File: config.mk
export PLATFORM = sky130hd
export DESIGN_NAME = wrin_param
export DESIGN_NICKNAME = d
export VERILOG_FILES = /design/src/rtl/wrin_pkg.sv /design/src/rtl/wrin_collector.sv /design/src/rtl/wrin_param.sv
export SDC_FILE = /design/constraint.sdc
export NUM_CORES = 1
export LEC_CHECK = 0
export BUFFER_PORTS_ARGS = -buffer_cell sky130_fd_sc_hd__buf_2
export CORE_UTILIZATION = 55
export DETAILED_ROUTE_END_ITERATION = 8
export GPL_TIMING_DRIVEN = 0
export PLACE_DENSITY = 0.85
export SYNTH_ARGS = -nofsm -noshare
export SYNTH_HDL_FRONTEND = slang
export SYNTH_HIERARCHICAL = 1
export SYNTH_SLANG_ARGS = --single-unit
File: constraint.sdc
create_clock -name clk -period 2.7 [get_ports clk]
set_input_delay 0.54 -clock clk [delete_from_list [all_inputs] [get_ports clk]]
set_output_delay 0.54 -clock clk [all_outputs]
set_load 0.05 [all_outputs]
File: src/rtl/wrin_pkg.sv
// wrin_pkg: shared types and sizing helpers for the wrin_param input wrapper.
//   coll_state_e   - states of the bus-word collection FSM (wrin_collector)
//   launch_state_e - states of the accelerator launch FSM (wrin_param)
//   calc_n         - words per frame
//   calc_idx_w     - width of the word index counter (never below 1)
// Optional feature macro used by the importing files: WRIN_DBL_BUF_EN.
package wrin_pkg;

  typedef enum logic [2:0] {
    C_IDLE,
    C_LOAD,
    C_ACK,
    C_DRW,
    C_FULL
  } coll_state_e;

  typedef enum logic [1:0] {
    L_IDLE,
    L_WAIT,
    L_START,
    L_CALC
  } launch_state_e;

  function automatic int calc_n(input int x_words, input int y_words);
    return x_words + y_words;
  endfunction

  function automatic int calc_idx_w(input int n);
    return (n <= 2) ? 1 : $clog2(n);
  endfunction

  // Sizes for the default 8-bit, 2+1-word configuration.
  localparam int DEF_N     = calc_n(2, 1);
  localparam int DEF_IDX_W = calc_idx_w(DEF_N);

endpackage

File: src/rtl/wrin_collector.sv
// wrin_collector: collects one frame of N = X_WORDS+Y_WORDS bus words via the
// drdy/dac four-phase handshake and places word i at stage[i*BUS_W +: BUS_W]
// (little-endian, x words first, then y words).
// Ports:
//   clk, rst_n   clock, asynchronous active-low reset
//   bus, drdy    host data word and data-ready level
//   launch_idle  launch FSM is in its idle state
//   dac          data-accepted acknowledge (registered)
//   load_go      frame hand-over strobe to the launch side
//   stage        assembled frame contents
//   idx          current word index
//   coll_busy    collection FSM not idle
// WRIN_DBL_BUF_EN: when defined, collection runs independently of the launch
// FSM and parks in C_FULL until the launch side can take the frame.
module wrin_collector
  import wrin_pkg::*;
#(
  parameter int BUS_W   = 8,
  parameter int X_WORDS = 2,
  parameter int Y_WORDS = 1,
  parameter int N       = calc_n(X_WORDS, Y_WORDS),
  parameter int IDX_W   = calc_idx_w(N)
) (
  input  logic                 clk,
  input  logic                 rst_n,
  input  logic [BUS_W-1:0]     bus,
  input  logic                 drdy,
  input  logic                 launch_idle,
  output logic                 dac,
  output logic                 load_go,
  output logic [N*BUS_W-1:0]   stage,
  output logic [IDX_W-1:0]     idx,
  output logic                 coll_busy
);

  coll_state_e          state_q, state_d;
  logic [IDX_W-1:0]     idx_q, idx_d;
  logic [N*BUS_W-1:0]   stage_q, stage_d;
  logic                 dac_q, dac_d;
  logic                 last_word;
  logic                 frame_done;

  assign last_word  = (idx_q == IDX_W'(N - 1));
  // Host has released drdy after the final word's acknowledge.
  assign frame_done = (state_q == C_ACK) && !drdy && last_word;

`ifdef WRIN_DBL_BUF_EN
  assign load_go = (frame_done || (state_q == C_FULL)) && launch_idle;
`else
  // Collection only ever runs while the launch FSM is idle.
  assign load_go = frame_done;
`endif

  always_comb begin
    state_d = state_q;
    idx_d   = idx_q;
    stage_d = stage_q;
    case (state_q)
      C_IDLE: begin
`ifdef WRIN_DBL_BUF_EN
        idx_d = '0;
        if (drdy) state_d = C_LOAD;
`else
        // While the launch side owns the operands this idle state stands in
        // for WAIT/START/CALC: idx keeps its final value and drdy is ignored.
        if (launch_idle) begin
          idx_d = '0;
          if (drdy) state_d = C_LOAD;
        end
`endif
      end
      C_LOAD: begin
        for (int i = 0; i < N; i++) begin
          if (idx_q == IDX_W'(i)) stage_d[i*BUS_W +: BUS_W] = bus;
        end
        state_d = C_ACK;
      end
      C_ACK: begin
        if (!drdy) begin
          if (last_word) begin
`ifdef WRIN_DBL_BUF_EN
            if (launch_idle) begin
              state_d = C_IDLE;
              idx_d   = '0;
            end else begin
              state_d = C_FULL;
            end
`else
            state_d = C_IDLE;
`endif
          end else begin
            idx_d   = idx_q + IDX_W'(1);
            state_d = C_DRW;
          end
        end
      end
      C_DRW: begin
        if (drdy) state_d = C_LOAD;
      end
      C_FULL: begin
        if (launch_idle) begin
          state_d = C_IDLE;
          idx_d   = '0;
        end
      end
      default: state_d = C_IDLE;
    endcase
    dac_d = (state_d == C_ACK);
  end

  always_ff @(posedge clk or negedge rst_n) begin
    if (!rst_n) begin
      state_q <= C_IDLE;
      idx_q   <= '0;
      stage_q <= '0;
      dac_q   <= 1'b0;
    end else begin
      state_q <= state_d;
      idx_q   <= idx_d;
      stage_q <= stage_d;
      dac_q   <= dac_d;
    end
  end

  assign dac       = dac_q;
  assign stage     = stage_q;
  assign idx       = idx_q;
  assign coll_busy = (state_q != C_IDLE);

endmodule

File: src/rtl/wrin_param.sv
// wrin_param: parametrised host-bus input wrapper for the accelerator core.
// Collects X_WORDS+Y_WORDS words of BUS_W bits, presents them as operands
// x/y, then launches the core with a start/ready handshake and keeps x/y
// stable until the computation completes.
// Ports:
//   clk, rst_n      clock, asynchronous active-low reset
//   bus, drdy, dac  host word, data-ready, data-accepted
//   obe, ready      accelerator output-buffer-empty, ready/done
//   start           accelerator start (registered)
//   x, y            operands
//   busy            any FSM outside its idle state
// WRIN_DBL_BUF_EN: when defined, x/y are separate registers loaded from the
// collector's staging buffer, so a new frame can be collected during a
// computation.
module wrin_param
  import wrin_pkg::*;
#(
  parameter int BUS_W   = 8,
  parameter int X_WORDS = 2,
  parameter int Y_WORDS = 1
) (
  input  logic                       clk,
  input  logic                       rst_n,
  input  logic [BUS_W-1:0]           bus,
  input  logic                       drdy,
  output logic                       dac,
  input  logic                       obe,
  input  logic                       ready,
  output logic                       start,
  output logic [X_WORDS*BUS_W-1:0]   x,
  output logic [Y_WORDS*BUS_W-1:0]   y,
  output logic                       busy
);

  localparam int N     = calc_n(X_WORDS, Y_WORDS);
  localparam int IDX_W = calc_idx_w(N);
  localparam int XW    = X_WORDS * BUS_W;

  launch_state_e        lst_q, lst_d;
  logic                 start_q, start_d;
  logic                 launch_idle;
  logic                 load_go;
  logic                 coll_busy;
  logic [N*BUS_W-1:0]   stage;
  logic [IDX_W-1:0]     idx;

  assign launch_idle = (lst_q == L_IDLE);

  wrin_collector #(
    .BUS_W   (BUS_W),
    .X_WORDS (X_WORDS),
    .Y_WORDS (Y_WORDS),
    .N       (N),
    .IDX_W   (IDX_W)
  ) u_coll (
    .clk         (clk),
    .rst_n       (rst_n),
    .bus         (bus),
    .drdy        (drdy),
    .launch_idle (launch_idle),
    .dac         (dac),
    .load_go     (load_go),
    .stage       (stage),
    .idx         (idx),
    .coll_busy   (coll_busy)
  );

  always_comb begin
    lst_d = lst_q;
    case (lst_q)
      L_IDLE:  if (load_go)       lst_d = L_WAIT;
      L_WAIT:  if (ready && obe)  lst_d = L_START;
      // start is held for as long as ready stays high, even if ready was
      // already high on entry.
      L_START: if (!ready)        lst_d = L_CALC;
      L_CALC:  if (ready)         lst_d = L_IDLE;
      default:                    lst_d = L_IDLE;
    endcase
    start_d = (lst_d == L_START);
  end

  always_ff @(posedge clk or negedge rst_n) begin
    if (!rst_n) begin
      lst_q   <= L_IDLE;
      start_q <= 1'b0;
    end else begin
      lst_q   <= lst_d;
      start_q <= start_d;
    end
  end

  assign start = start_q;
  assign busy  = coll_busy || !launch_idle;

`ifdef WRIN_DBL_BUF_EN
  logic [XW-1:0]            x_q, x_d;
  logic [N*BUS_W-XW-1:0]    y_q, y_d;

  always_comb begin
    x_d = x_q;
    y_d = y_q;
    if (load_go) begin
      x_d = stage[XW-1:0];
      y_d = stage[N*BUS_W-1:XW];
    end
  end

  always_ff @(posedge clk or negedge rst_n) begin
    if (!rst_n) begin
      x_q <= '0;
      y_q <= '0;
    end else begin
      x_q <= x_d;
      y_q <= y_d;
    end
  end

  assign x = x_q;
  assign y = y_q;
`else
  // Single buffer: words land directly in the operand bits.
  assign x = stage[XW-1:0];
  assign y = stage[N*BUS_W-1:XW];
`endif

  // idx is only observed for debug; keep it from being flagged as unused.
  logic idx_unused;
  assign idx_unused = ^idx;

endmodule

# After elaboration in Yosys (flattened, before gate mapping)
# Index checks and enable logic that the tools add are counted.
[totals] elab_cells=54 ramBits=0 mem_count=0 latchBits=0 output_inout_bits=27 romBits=0 register_bits=33 input_bits=13
[classes] n_mux=15 magnitude_cmp=0 n_eq_ne=14 n_mul=0 bitwise_logic=0 n_addsub=1 shift=0 reduce_logical=16 div=0
[ops] operator="2-to-1 mux 2 bit" n=8
[ops] operator="case mux 3 bit (5 select lines)" n=1
[ops] operator="2-to-1 mux 3 bit" n=4
[ops] operator="== test 3 x 2 -> 1 bit, second input constant" n=3
[ops] operator="== test 2 bit, second input constant" n=4
[ops] operator="case mux 2 bit (4 select lines)" n=1
[ops] operator="AND reduction 2 bit" n=3
[ops] operator="== test 2 x 1 -> 1 bit, second input constant" n=2
[ops] operator="zero test 2 bit" n=2
[ops] operator="inequality test 2 bit, second input constant" n=2
[ops] operator="case mux 2 bit (2 select lines)" n=1
[ops] operator="AND reduction 4 bit" n=1
[ops] operator="== test 3 x 1 -> 1 bit, second input constant" n=1
[ops] operator="== test 3 bit, second input constant" n=1
[ops] operator="logical AND 1 bit" n=3
[ops] operator="zero test 3 bit" n=1
[ops] operator="nonzero test 3 bit" n=1
[ops] operator="adder 2 x 1 -> 2 bit, second input constant" n=1
[ops] operator="zero test 1 bit" n=2
[ops] operator="inequality test 2 x 1 -> 1 bit, second input constant" n=1
[ops] operator="nonzero test 2 bit" n=1
[ops] operator="OR reduction 2 bit" n=1
[ops] operator="logical OR 1 bit" n=1

# Logic depth before layout (Yosys ltp)
[depth] word_depth=6 mapped_depth=5 ltp_nobuf=5

# Modules after synthesis
# The synthesis kept the hierarchy.
[modules_own_cells] module="wrin_collector" seq_area_each_um2=750.7 area_each_um2=1373.8 cells_per_inst=90 n_inst=1
[modules_own_cells] module="wrin_param" seq_area_each_um2=75.1 area_each_um2=152.6 cells_per_inst=14 n_inst=1

# Worst setup path before layout
# OpenSTA, ideal clock, no wires.
[synth_path] path_kind="register to output" startpoint="register u_coll.state_q[0]" endpoint="output port busy" path_buffers=1 required_ps=2160 arrival_ps=1389 slack_ps=771 path_stages_with_launch=4 cell_sequence="dfrtp_1 buf_2 or3_1 or3_1"
[synth_via] elab_chain_cells=2
[synth_rtl] item="from (decl)" line="wrin_collector.sv:36" rtl="coll_state_e state_q, state_d;"
[synth_rtl] item="from (signal assigned)" line="wrin_collector.sv:118" rtl="state_q <= state_d;"
[synth_rtl] item="nonzero test 3 bit" line="wrin_collector.sv:128" rtl="assign coll_busy = (state_q != C_IDLE);"
[synth_rtl] item="named net coll_busy" line="wrin_param.sv:43" rtl="logic coll_busy;"
[synth_rtl] item="logical OR 1 bit" line="wrin_param.sv:93" rtl="assign busy = coll_busy || !launch_idle;"
[synth_rtl] item="to (decl)" line="wrin_param.sv:32" rtl="output logic busy"
# The timed path passes the listed nets, and every way through them passes these cells.

# Worst setup path in the final report
# Ends and elaborated chain as after synthesis.

==> impl_metrics.csv <==
group,metric,value,unit
cts,cts.repair.resized,0,
cts,post-cts-setup-buffers,0,
cts,cts_root_buf,"clkbuf_4",
logic_synthesis,synth_top_area_cell,"dfrtp_1",
logic_synthesis,ys_types,27,
global_routing,grt_max_degree,34,
cts,cts_max_level,2,
floorplanning,initial_core_util,59.98,%
detailed_routing,firstDrtPassIters,4,
floorplanning,num_rows,18,
sta,post-route-min-period,2.361,ns
critical_path,cp.arrival,1.82,ns
global_routing,grt_antenna_before_repair,0,
sta,worst_pin_slew,0.7083,ns
detailed_routing,first_iter_violations,10,
place,post-dp-hpwl,1969,um
global_routing,met3_usage,7.500,%
critical_path,rr_endpoint,"u_coll/stage[21]",
critical_path,worstSetupPathType,"register to output port",
min_path,hold_path.class,"input port to async pin",
place,routabilityCongestion,0.7330,
finish,n_antenna_cell,0,
finish,final_core_util,71.29,%
logic_synthesis,synth_top_family_by_area,"multiplexers",
logic_synthesis,synth_compound_area_share,3.279,%
detailed_routing,num_vias,977,
floorplanning,ios,40,
sta,slew_headroom,52.78,%
global_routing,met2_usage,34.54,%
logic_synthesis,ys_warn_count,6,
sta,fin_worst_skew,0.008024,ns
finish,syn_to_final_growth,18.85,%
global_routing,grt.busiest_layer,"met2",
logic_synthesis,synth_xor_area_share,0,%
global_routing,overflow,0,
logic_synthesis,synth-seq-area-share,54.10,%
global_routing,met1_usage,23.08,%
logic_synthesis,synthArstFlopShare,100.0,%
detailed_routing,postRouteAntennaNets,0,
cts,clock_sinks,33,
critical_path,endpoint_kind,"output port",
floorplanning,die_y,54.68,um
logic_synthesis,muxShareOfSynthArea,25.90,%
critical_path,crit_path_max_fanout,10,
sta,rsz0062_at_grt,"no",
global_routing,grt_first_pass_wirelength,4098,um
logic_synthesis,synth_seq_cells,33,
sta,period_share,87.45,%
logic_synthesis,synth_nets,120,
cts,tritoncts,"done",
floorplanning,dieArea,2990,um^2
global_routing,grt_pass1_vias,908,
logic_synthesis,synth-adder-area-share,2.459,%
critical_path,ff2ff_setup_slack,1.17,ns
critical_path,cp.required,2.16,ns
logic_synthesis,syn_area_per_cell,14.68,um^2
cts,path_clk_slew,0.10,ns
critical_path,crit_start,"u_coll/state_q[0]",
finish,num-nets-final,166,
cts,cts_max_path_buffers,2,
floorplanning,die_x,54.68,um
sta,finalSetupViolCount,0,
detailed_routing,avgRoutedWirePerCell,15.19,um
critical_path,cp-start-kind,"register",
logic_synthesis,mappedNetlistArea,1526,um^2
critical_path,worstSetupEndpoint,"busy",
logic_synthesis,yosysTopAreaCellShare,54.10,%
run_status,status,"complete, no violations",
place,port_buffers,39,
cts,clk-insertion-delay-late,0.33,ns
sta,finalHoldViolCount,0,
logic_synthesis,synth_edf_count,0,
sta,slew_violations,0,
finish,drive_gt1_share,53.64,%
detailed_routing,vias_per_cell,5.398,
logic_synthesis,synth_area_leaders,"dfrtp_1, mux2_4, ha_1, buf_6, a21oi_1",
cts,ctsHoldBuffers,0,
critical_path,r2r_cells,5,
flow_run,drv_cap,0,
logic_synthesis,synth_cells,104,
critical_path,r2r-start,"u_coll/idx[0]",
logic_synthesis,synth_simple_gate_area_share,10.66,%
floorplanning,core-area,2545,um^2
sta,clock.fmax,423.5,MHz
global_routing,track_usage,20.62,%
cts,cts_buffers,5,
logic_synthesis,synthFlopType,"dfrtp_1",
sta,setup_tns,0,ns
detailed_routing,routed_wl,2749,um
detailed_routing,drc_errors,0,
-- worst max-delay path, cell delays in order, from the launching register on --
cell	delay [ns]
dfrtp_1	0.44
buf_2	0.19
or3_1	0.34
or3_1	0.30
buf_2	0.22
-- cells in the mapped netlist, types with 2 or more instances --
cell type,n
nand2b_1,3
nand2_1,2
a21oi_1,4
nand3b_1,2
buf_6,3
inv_1,3
nor2_1,4
ha_1,3
mux2i_1,2
mux2_4,25
buf_2,2
or3_1,2
and3_1,3
dfrtp_1,33
-- registers in the layout (all words and copies together), names as in the netlist --
| signal | flops |
|---|---|
| lst_q | 2 |
| start | 1 |
| u_coll/dac | 1 |
| u_coll/idx | 2 |
| u_coll/stage | 24 |
| u_coll/state_q | 3 |
-- metrics by stage --
stage	std cells	hold slack [ns]	cell area, um^2	worst slack (ns)
3_3_place_gp	173	0.4890	1759	0.7516
2_1_floorplan	104	0.2444	1526	0.7708
4_1_cts	181	0.2571	1814	0.3268
5_1_grt	181	0.3004	1814	0.2388
3_5_place_dp	173	0.4935	1759	0.7178
6_report	181	0.2440	1814	0.3389
-- metal layers --
| layer | up-vias | routed length (um) |
|---|---|---|
| met4 | 0 | 35 |
| met3 | 4 | 141 |
| li1 | 456 | - |
| met5 | - | 0 |
| met1 | 483 | 1204 |
| met2 | 34 | 1368 |
-- cells in the final DEF (no fill, tap or decap) --
cell | synthesis | final
buf_2 | 2 | 41
clkinvlp_4 | 0 | 1
nor2_1 | 4 | 4
and4b_1 | 1 | 1
dfrtp_1 | 33 | 33
ha_1 | 3 | 3
nand2_2 | 1 | 1
nand2_1 | 2 | 2
o21ai_1 | 1 | 1
buf_6 | 3 | 3
a21boi_0 | 1 | 1
and4bb_1 | 1 | 1
a21oi_1 | 4 | 4
nand3b_1 | 2 | 2
or3_1 | 2 | 2
or3b_1 | 1 | 1
a21o_2 | 1 | 1
and3_1 | 3 | 3
nor3_1 | 1 | 1
nor2b_1 | 1 | 1
a311oi_1 | 1 | 1
nor2_2 | 1 | 1
clkbuf_4 | 0 | 5
nand3_1 | 1 | 1
inv_1 | 3 | 3
nor4b_2 | 1 | 1
mux2i_1 | 2 | 2
mux2_4 | 25 | 25
clkinv_2 | 0 | 2
nand2b_1 | 3 | 3
-- kinds of logic after synthesis --
kind of cell / after synthesis
flip-flops: 33
buffers and inverters: 8
multiplexers: 27
AO/OA/AOI/OAI: 8
AND/OR/NAND/NOR: 25
adder cells (fa/ha/maj): 3
-- final cells by class --
cell class,count,area (um^2)
flip-flops and latches,33,825.8
fillers,182,730.7
multi-input cells,63,645.6
repair buffers,39,195.2
plain buffers,5,43.79
clock buffers,5,37.54
well taps,30,37.54
clock inverters,3,17.52
inverters,3,11.26
-- how the worst min path moves through the flow --
stage,from,endpoint,slack [ns],cells past startpoint
after floorplan,rst_n,lst_q[0],0.24,0
after global placement,u_coll/stage[13],u_coll/stage[13],0.49,1
after detailed placement,u_coll/stage[17],u_coll/stage[17],0.49,1
after CTS,rst_n,u_coll/stage[9],0.26,1
after global routing,rst_n,u_coll/stage[7],0.30,1
final,rst_n,u_coll/stage[20],0.24,1
Power is not shown: default switching activity piles up to over one toggle a cycle in this logic, so the estimate is an artifact.
